===== config.mk =====
export PLATFORM = sky130hd
export DESIGN_NAME = dct_wr_tbuf
export DESIGN_NICKNAME = d
export VERILOG_FILES = /design/src/rtl/dct_pkg.sv /design/src/rtl/dct_tbuf_bank.sv /design/src/rtl/dct_wr_tbuf.sv
export SDC_FILE = /design/constraint.sdc
export NUM_CORES = 1
export LEC_CHECK = 0
export BUFFER_PORTS_ARGS = -buffer_cell sky130_fd_sc_hd__buf_4
export CORE_UTILIZATION = 30
export DETAILED_ROUTE_END_ITERATION = 10
export PLACE_DENSITY_LB_ADDON = 0.05
export REMOVE_ABC_BUFFERS = 1
export SLEW_MARGIN = 30
export SYNTH_ARGS = -nofsm -noshare
export SYNTH_HDL_FRONTEND = slang
export SYNTH_SLANG_ARGS = --single-unit

===== constraint.sdc =====
create_clock -name ap_clk -period 22 [get_ports ap_clk]
set_input_delay 2.2 -clock ap_clk [delete_from_list [all_inputs] [get_ports ap_clk]]
set_output_delay 2.2 -clock ap_clk [all_outputs]
set_load 0.1 [all_outputs]

===== src/rtl/dct_pkg.sv =====
`default_nettype none
// +----------------------------------------------------------------------+
// | dct_pkg: shared constants, bank-state encoding and coefficient slice  |
// | helper for the 4x4 DCT write-side transpose buffer.                   |
// | Revision: 1.0                                                         |
// +----------------------------------------------------------------------+
package dct_pkg;

    localparam int COEF_W = 16;
    localparam int N      = 4;
    localparam int DATA_W = N * COEF_W;
    localparam int IDX_W  = $clog2(N);

    typedef enum logic [1:0] {
        BANK_EMPTY   = 2'b00,
        BANK_FILLING = 2'b01,
        BANK_FULL    = 2'b10
    } bank_state_t;

    // Coefficient idx of a packed beat (row of a column beat, or column of a row).
    function automatic logic [COEF_W-1:0] coef_slice(
        input logic [DATA_W-1:0] word,
        input logic [IDX_W-1:0]  idx
    );
        return word[COEF_W*idx +: COEF_W];
    endfunction

endpackage
`default_nettype wire


===== src/rtl/dct_tbuf_bank.sv =====
`default_nettype none
// +----------------------------------------------------------------------+
// | dct_tbuf_bank: one N x N coefficient bank, column write / row read.  |
// | Revision: 1.0                                                         |
// +----------------------------------------------------------------------+
module dct_tbuf_bank
    import dct_pkg::*;
(
    input  logic              ap_clk,
    input  logic              ap_rst,
    input  logic              clear,
    input  logic              we,
    input  logic [IDX_W-1:0]  col_idx,
    input  logic [DATA_W-1:0] col_data,
    input  logic [IDX_W-1:0]  row_idx,
    output logic [DATA_W-1:0] row_data
);

    // Indexed [row][col].
    logic [COEF_W-1:0] r_mem [N][N];

    always_ff @(posedge ap_clk or posedge ap_rst) begin
        if (ap_rst) begin
            for (int r = 0; r < N; r++) begin
                for (int c = 0; c < N; c++) begin
                    r_mem[r][c] <= '0;
                end
            end
        end else if (clear) begin
            for (int r = 0; r < N; r++) begin
                for (int c = 0; c < N; c++) begin
                    r_mem[r][c] <= '0;
                end
            end
        end else if (we) begin
            for (int r = 0; r < N; r++) begin
                r_mem[r][col_idx] <= coef_slice(col_data, IDX_W'(r));
            end
        end
    end

    for (genvar c = 0; c < N; c++) begin : g_row
        assign row_data[COEF_W*c +: COEF_W] = r_mem[row_idx][c];
    end

endmodule
`default_nettype wire


===== src/rtl/dct_wr_tbuf.sv =====
`default_nettype none
// +----------------------------------------------------------------------+
// | dct_wr_tbuf: ping-pong 4x4 transpose buffer, column beats in,         |
// | row-major words out to the write DMA.                                 |
// | Revision: 1.0                                                         |
// +----------------------------------------------------------------------+
module dct_wr_tbuf #(
    parameter int COEF_W = 16,
    parameter int DATA_W = 64,
    parameter int CNT_W  = 16
) (
    input  logic              ap_clk,
    input  logic              ap_rst,
    input  logic              clear,
    input  logic              s_valid,
    output logic              s_ready,
    input  logic [DATA_W-1:0] s_data,
    output logic              m_wr_en,
    input  logic              m_full_n,
    output logic [DATA_W-1:0] m_dout,
    output logic [CNT_W-1:0]  blk_done_cnt,
    output logic              busy
);

    import dct_pkg::*;

    if (DATA_W != N * COEF_W || COEF_W != dct_pkg::COEF_W) begin : g_width_check
        $error("dct_wr_tbuf: DATA_W must equal N*COEF_W = %0d", N * dct_pkg::COEF_W);
    end

    localparam logic [IDX_W-1:0] c_last_idx = IDX_W'(N - 1);

    logic              r_init_done;
    bank_state_t       r_state [2];
    logic              r_wr_bank;
    logic              r_rd_bank;
    logic [IDX_W-1:0]  r_wr_idx;
    logic [IDX_W-1:0]  r_rd_idx;
    logic [CNT_W-1:0]  r_blk_cnt;

    logic              w_s_hs;
    logic              w_m_hs;
    logic              w_bank_we [2];
    logic [DATA_W-1:0] w_row     [2];

    // r_init_done keeps s_ready low until the first edge out of reset.
    assign s_ready      = r_init_done && (r_state[r_wr_bank] != BANK_FULL);
    assign m_wr_en      = (r_state[r_rd_bank] == BANK_FULL);
    assign m_dout       = m_wr_en ? w_row[r_rd_bank] : '0;
    assign blk_done_cnt = r_blk_cnt;
    assign busy         = (r_state[0] != BANK_EMPTY) || (r_state[1] != BANK_EMPTY);

    assign w_s_hs = s_valid && s_ready;
    assign w_m_hs = m_wr_en && m_full_n;

    for (genvar b = 0; b < 2; b++) begin : g_bank
        assign w_bank_we[b] = w_s_hs && !clear && (r_wr_bank == 1'(b));

        dct_tbuf_bank u_bank (
            .ap_clk   (ap_clk),
            .ap_rst   (ap_rst),
            .clear    (clear),
            .we       (w_bank_we[b]),
            .col_idx  (r_wr_idx),
            .col_data (s_data),
            .row_idx  (r_rd_idx),
            .row_data (w_row[b])
        );
    end

    // A write only targets a non-FULL bank and a read only a FULL one, so the
    // two updates below never touch the same bank state in one cycle.
    always_ff @(posedge ap_clk or posedge ap_rst) begin
        if (ap_rst) begin
            r_init_done <= 1'b0;
            r_state[0]  <= BANK_EMPTY;
            r_state[1]  <= BANK_EMPTY;
            r_wr_bank   <= 1'b0;
            r_rd_bank   <= 1'b0;
            r_wr_idx    <= '0;
            r_rd_idx    <= '0;
            r_blk_cnt   <= '0;
        end else begin
            r_init_done <= 1'b1;
            if (clear) begin
                r_state[0] <= BANK_EMPTY;
                r_state[1] <= BANK_EMPTY;
                r_wr_bank  <= 1'b0;
                r_rd_bank  <= 1'b0;
                r_wr_idx   <= '0;
                r_rd_idx   <= '0;
                r_blk_cnt  <= '0;
            end else begin
                if (w_s_hs) begin
                    r_wr_idx <= r_wr_idx + 1'b1;
                    if (r_wr_idx == c_last_idx) begin
                        r_state[r_wr_bank] <= BANK_FULL;
                        r_wr_bank          <= ~r_wr_bank;
                    end else begin
                        r_state[r_wr_bank] <= BANK_FILLING;
                    end
                end
                if (w_m_hs) begin
                    r_rd_idx <= r_rd_idx + 1'b1;
                    if (r_rd_idx == c_last_idx) begin
                        r_state[r_rd_bank] <= BANK_EMPTY;
                        r_rd_bank          <= ~r_rd_bank;
                        r_blk_cnt          <= r_blk_cnt + 1'b1;
                    end
                end
            end
        end
    end

endmodule
`default_nettype wire


==> Yosys cells after proc, flatten, opt, wreduce, memory -nomap -nowiden <==
Index checks and enable logic that the tools add are counted.
{ "classes": {"add_sub_neg": 3, "n_lt_le_gt_ge": 7, "n_eq_ne": 4, "muxes": 53, "bitwise": 14, "n_reduce_logical": 21} }
{ "ops": {"columns": ["cell", "count"], "rows": [
  ["$mux W256", 4],
  ["$bwmux W64", 8],
  ["$mux W64", 8],
  ["$bmux W64 S2", 2],
  ["$mux W16", 4],
  ["$demux W16 S2", 1],
  ["$mux W2", 12],
  ["$mux W4", 6],
  ["$add A16 B1 Y16 const B", 1],
  ["$reduce_bool A2 Y1", 8],
  ["$logic_and A1 B1 Y1", 9],
  ["$eq A2 B2 Y1 const B", 3],
  ["$ge A3 B3 Y1 const B", 2],
  ["$mux W1", 6],
  ["$not A2 Y3", 2],
  ["$add A2 B1 Y2 const B", 2],
  ["$and A2 B2 Y2", 2],
  ["$and A4 B4 Y4", 1],
  ["$demux W2 S1", 2],
  ["$ge A2 B2 Y1 const B", 2],
  ["$lt A2 B1 Y1 const B", 2],
  ["$not A1 Y2", 2],
  ["$not A2 Y2", 2],
  ["$not A4 Y4", 1],
  ["other kinds (7)", 10]
]} }
{ "totals": {"register_bits": 539, "inputBits": 69, "output_inout_bits": 83, "elab_cells": 142} }

==> Longest topological paths before layout <==
{ "depth": {"word_depth": 14, "ltp_mapped": 7, "ltp_nobuf": 5} }

==> Hierarchy <==
Synthesis repeated with hierarchy kept, for this count alone.
{ "hier_totals": {"hier_cells": 2263, "hier_area_um2": 28108.2} }
{ "by_module_without_submodules": {"columns": ["module", "instances", "cells_each", "area_per_inst_um2", "seq_area_each_um2"], "rows": [
  ["dct_tbuf_bank", 2, 985, 12861.1, 6406.1],
  ["dct_wr_tbuf", 1, 293, 2386.0, 675.6]
]} }

==> Least setup slack after synthesis <==
OpenSTA, ideal clock, no wires.
{ "synth_path": {"kind": "reg2out", "startpoint": "register r_state[1] (netlist name)", "endpoint": "output s_ready", "arrival_time_ns": 2.924, "required_time_ns": 19.800, "setup_slack_ns": 16.876, "path_stages_with_launch": 4, "n_path_buf": 1, "cell_sequence": "dfrtp_1 nor2b_1 buf_2 a211oi_1"} }
{ "synth_via": {"elab_chain_len": 5} }
{ "synth_lines": {"columns": ["item", "line_no", "rtl"], "rows": [
  ["start: declaration", "dct_wr_tbuf.sv:34", "bank_state_t r_state [2];"],
  ["$mux W2 (not written as such) (3 in series)", "dct_wr_tbuf.sv:47", "assign s_ready = r_init_done && (r_state[r_wr_bank] != BANK_FULL);"],
  ["$ne A2 B2 Y1", "dct_wr_tbuf.sv:47", null],
  ["$logic_and A1 B1 Y1", "dct_wr_tbuf.sv:47", null],
  ["end: declaration", "dct_wr_tbuf.sv:16", "output logic s_ready,"]
]} }
Every way passes these cells. The select of a mux whose other input is x is not followed.

==> Final worst setup path <==
{ "layout_path": {"startpoint": "register r_rd_idx[1]", "endpoint": "output m_dout[2]"} }
{ "layout_via": {"elab_chain_len": 8, "elab_cells_between_ends": 11, "cone_classes": "mux: 10; bitwise: 1"} }
{ "layout_lines": {"columns": ["item", "line_no", "rtl"], "rows": [
  ["start: declaration", "dct_wr_tbuf.sv:38", "logic [IDX_W-1:0] r_rd_idx;"],
  ["start signal: assignment", "dct_wr_tbuf.sv:104", "r_rd_idx <= r_rd_idx + 1'b1;"],
  ["$not A2 Y3 (not written as such) (*)", "dct_tbuf_bank.sv:43", "assign row_data[COEF_W*c +: COEF_W] = r_mem[row_idx][c];"],
  ["$bmux W64 S2", "dct_tbuf_bank.sv:43", null],
  ["$mux W64 (2 in series)", null, null],
  ["$mux W64 (not written as such) (*) (3 in series)", "dct_wr_tbuf.sv:49", "assign m_dout = m_wr_en ? w_row[r_rd_bank] : '0;"],
  ["$mux W64 (*)", "dct_wr_tbuf.sv:49", null],
  ["end: declaration", "dct_wr_tbuf.sv:20", "output logic [DATA_W-1:0] m_dout,"]
]} }
Mark *: on every way between the ends. The rest lies on a longest branch, timed or not. The select of a mux whose other input is x is not followed.

==> run metrics <==
status finished, final reports clean; global-route wire length before repair ~110000 um; proportion of netlist area held by the largest area contributor a little under three fifths; power density of the placed cells 81.2 mW/mm^2; average routed wire per standard cell about 26 um; area of the mapped netlist 0.0237 mm^2; worst hold stages 1; most used standard cells in the synthesized netlist 539 x dfrtp_1, 512 x a22o_1, 128 x mux4_2; most used flip-flop cell after synthesis dfrtp_1; pin count of the biggest net entering global routing 160; Antenna Violating Nets Remaining 0; area of all sequential standard cells 0.0135 mm^2; Die Span X 283 um; Post-CTS Repair Setup Buffers 0; required time of the critical path ~20 ns; RSZ-0062 raised after global routing no; total wirelength of the detailed-routed design 71700 um; post-route cell area 0.0279 mm^2; clock latency at the later pin of the worst-skew pair 0.59 ns; via count normalized by instance count 5.49; Final Net Count around 1800; Core Area approximately 0.078 mm^2; Post-Syn Instances 1665; die extent in y 283 um; biggest fanout along the worst timing path 53; type of the setup path with the least slack reg2out; placer's final routability congestion estimate 0.691; post-cts hold buffer count 0; number of H-tree levels 3; CTS Buf Count 67; final global-route overflow total 0; number of enable-type register cells in the synthesized netlist 0; most common cell in the synthesized netlist dfrtp_1; average size of a mapped cell 14.2 um^2; initial antenna violation count 3; sum of negative setup slack 0 ns; number of max-cap violations 0; number of global-route vias before repair 16087; max-slew violations 0; filler cell count in the final layout 7497; distinct cell type count after synthesis 44; count of cells resized by post-cts repair 0; worst-case clock buffer depth 3; detailed-route via count 15302; Final HPWL DP 40000 um; area grow syn2layout 17.8%; kind of path behind the tightest hold check reg2reg; combined area of the multi-input logic cells 0.00924 mm^2; type of element launching the critical path flip-flop; utilization after layout between 30% and 40%; CTS tree yes; reg2reg path depth 5; slack of the worst reg-to-reg path 19.04 ns; Highest Clock Rate 160 MHz; power consumption 0.00227 W; Worst-Margin Slew 0.978 ns; Critical R2R Launch r_state[0]; number of cell rows 102; Fin. Hold Viols 0; biggest area contributors in the synthesized netlist dfrtp_1 57%, a22o_1 19%, mux4_2 12%; effective utilization at floorplan 30.5%; count of buffers inserted at the top-level ports 151; final period utilization between 20 and 30%; element type at the critical path end primary output; Setup Skew 0.0118 ns; Seq cells post-synth 539; post-synthesis sequential area ratio between 50 and 60%; instance area at placement ~0.026 mm^2; Reg clk slew, reported paths 0.06 ns; total iterations of the first detailed-routing run 5; critical hold path startpoint g_bank[0].u_bank.r_mem[4]; maximum vdd drop 42.1 uV; Worst Hold Path EP g_bank[0].u_bank.r_mem[4]; number of antenna repair diodes 0; Synthesis Warnings 0; overall routing resource usage 18.0%; Die Outline Area 0.0802 mm^2; total number of clock tree sinks 539; cell taking the most area after synthesis dfrtp_1; DRC violation count after routing 0; reported leakage power 12.4 nW; worst r2r dst g_bank[1].u_bank.r_mem[203]; Period minus WS final 6.25 ns; # setup viols final 0; worst hold slack after final layout 0.491 ns; proportion of layout cells with a drive suffix above 1 25.4%; top-level port count 152; Clock Tree Root clkbuf_16; Initial DRC Count roughly 1100; Max transition margin 34.8%; share of synthesized registers carrying an async set or reset between 90% and 100%; CP arrival 4.05 ns
-- worst max-delay path: stages (launching register included) --
cell and delay (ns):
dfrtp_4 0.84, buf_6 0.65, buf_4 0.73, mux4_2 0.58, mux2i_1 0.24, nor2_1 0.08
buf_4 0.26
-- worst max-delay path by stage --
stage | from | to | slack [ns] | cells past startpoint
after floorplan | ap_rst | blk_done_cnt[0] | 4.73 | 1
after global placement | r_rd_idx[1] | m_dout[2] | 15.99 | 6
after detailed placement | r_rd_idx[1] | m_dout[2] | 16.01 | 6
after CTS | r_rd_idx[1] | m_dout[2] | 15.32 | 6
after global routing | r_rd_idx[1] | m_dout[3] | 15.52 | 6
final | r_rd_idx[1] | m_dout[2] | 15.75 | 6
-- layout make-up --
| type | instances | share of cell area [%] |
|---|---|---|
| Multi-Input combinational cell | 898 | 33.1 |
| Tap cell | 1040 | 4.66 |
| Clock buffer | 111 | 7.87 |
| Timing Repair Buffer | 184 | 5.45 |
| Clock inverter | 9 | 0.519 |
| Inverter | 8 | 0.134 |
| Sequential cell | 539 | 48.3 |
-- cell families after synthesis --
family,count (synthesis),synth area share [%]
other,1,0.0158
adders and majority gates,6,0.316
muxes,197,15.1
DFF,539,56.9
xor gates and xnor gates,8,0.295
AOI/OAI and AO/OA,554,20.1
and+or+nand+nor,132,2.80
buffers and inverters,228,4.53
-- sequential cells by signal, summed over array words and instances, names as in the netlist --
signal and flops:
g_bank.u_bank.r_mem 512, r_state 4, r_wr_bank 1, r_rd_idx 2, r_init_done 1, r_rd_bank 1, blk_done_cnt 16, r_wr_idx 2
-- report_power, final --
group	switching (W)	internal, W	total, W
combinational	0.0000794	0.0000263	0.000106
clock	0.000431	0.000726	0.00116
sequential	0.00000572	0.00100	0.00101
total	0.000516	0.00175	0.00227
-- cell usage in the layout (no fill, tap or decap), types with 7 or more instances in the layout --
master / n
a21oi_1: 11
a21oi_4: 8
mux2i_1: 68
nand2_1: 8
a22o_1: 512
inv_1: 7
buf_4: 173
clkbuf_16: 73
dfrtp_1: 536
clkbuf_8: 23
xor2_1: 7
mux4_2: 128
clkbuf_1: 15
nor2_1: 77
-- metrics by stage --
stage               setup WS (ns)  instances
floorplan                    4.73       1445
global placement            15.99       2664
detailed placement          16.01       2667
CTS                         15.32       2787
global route                15.52       2789
finish                      15.75       2789
-- metal layers --
metal	share of wire, %	GRT usage [%]	up-vias
met3	4.1	2.97	87
met4	1.7	4.73	6
met2	45	27.0	314
met5	0.052	0	-
li1	-	-	6544
met1	49	26.7	8351
No activity file was read; power rests on OpenSTA's default activity.
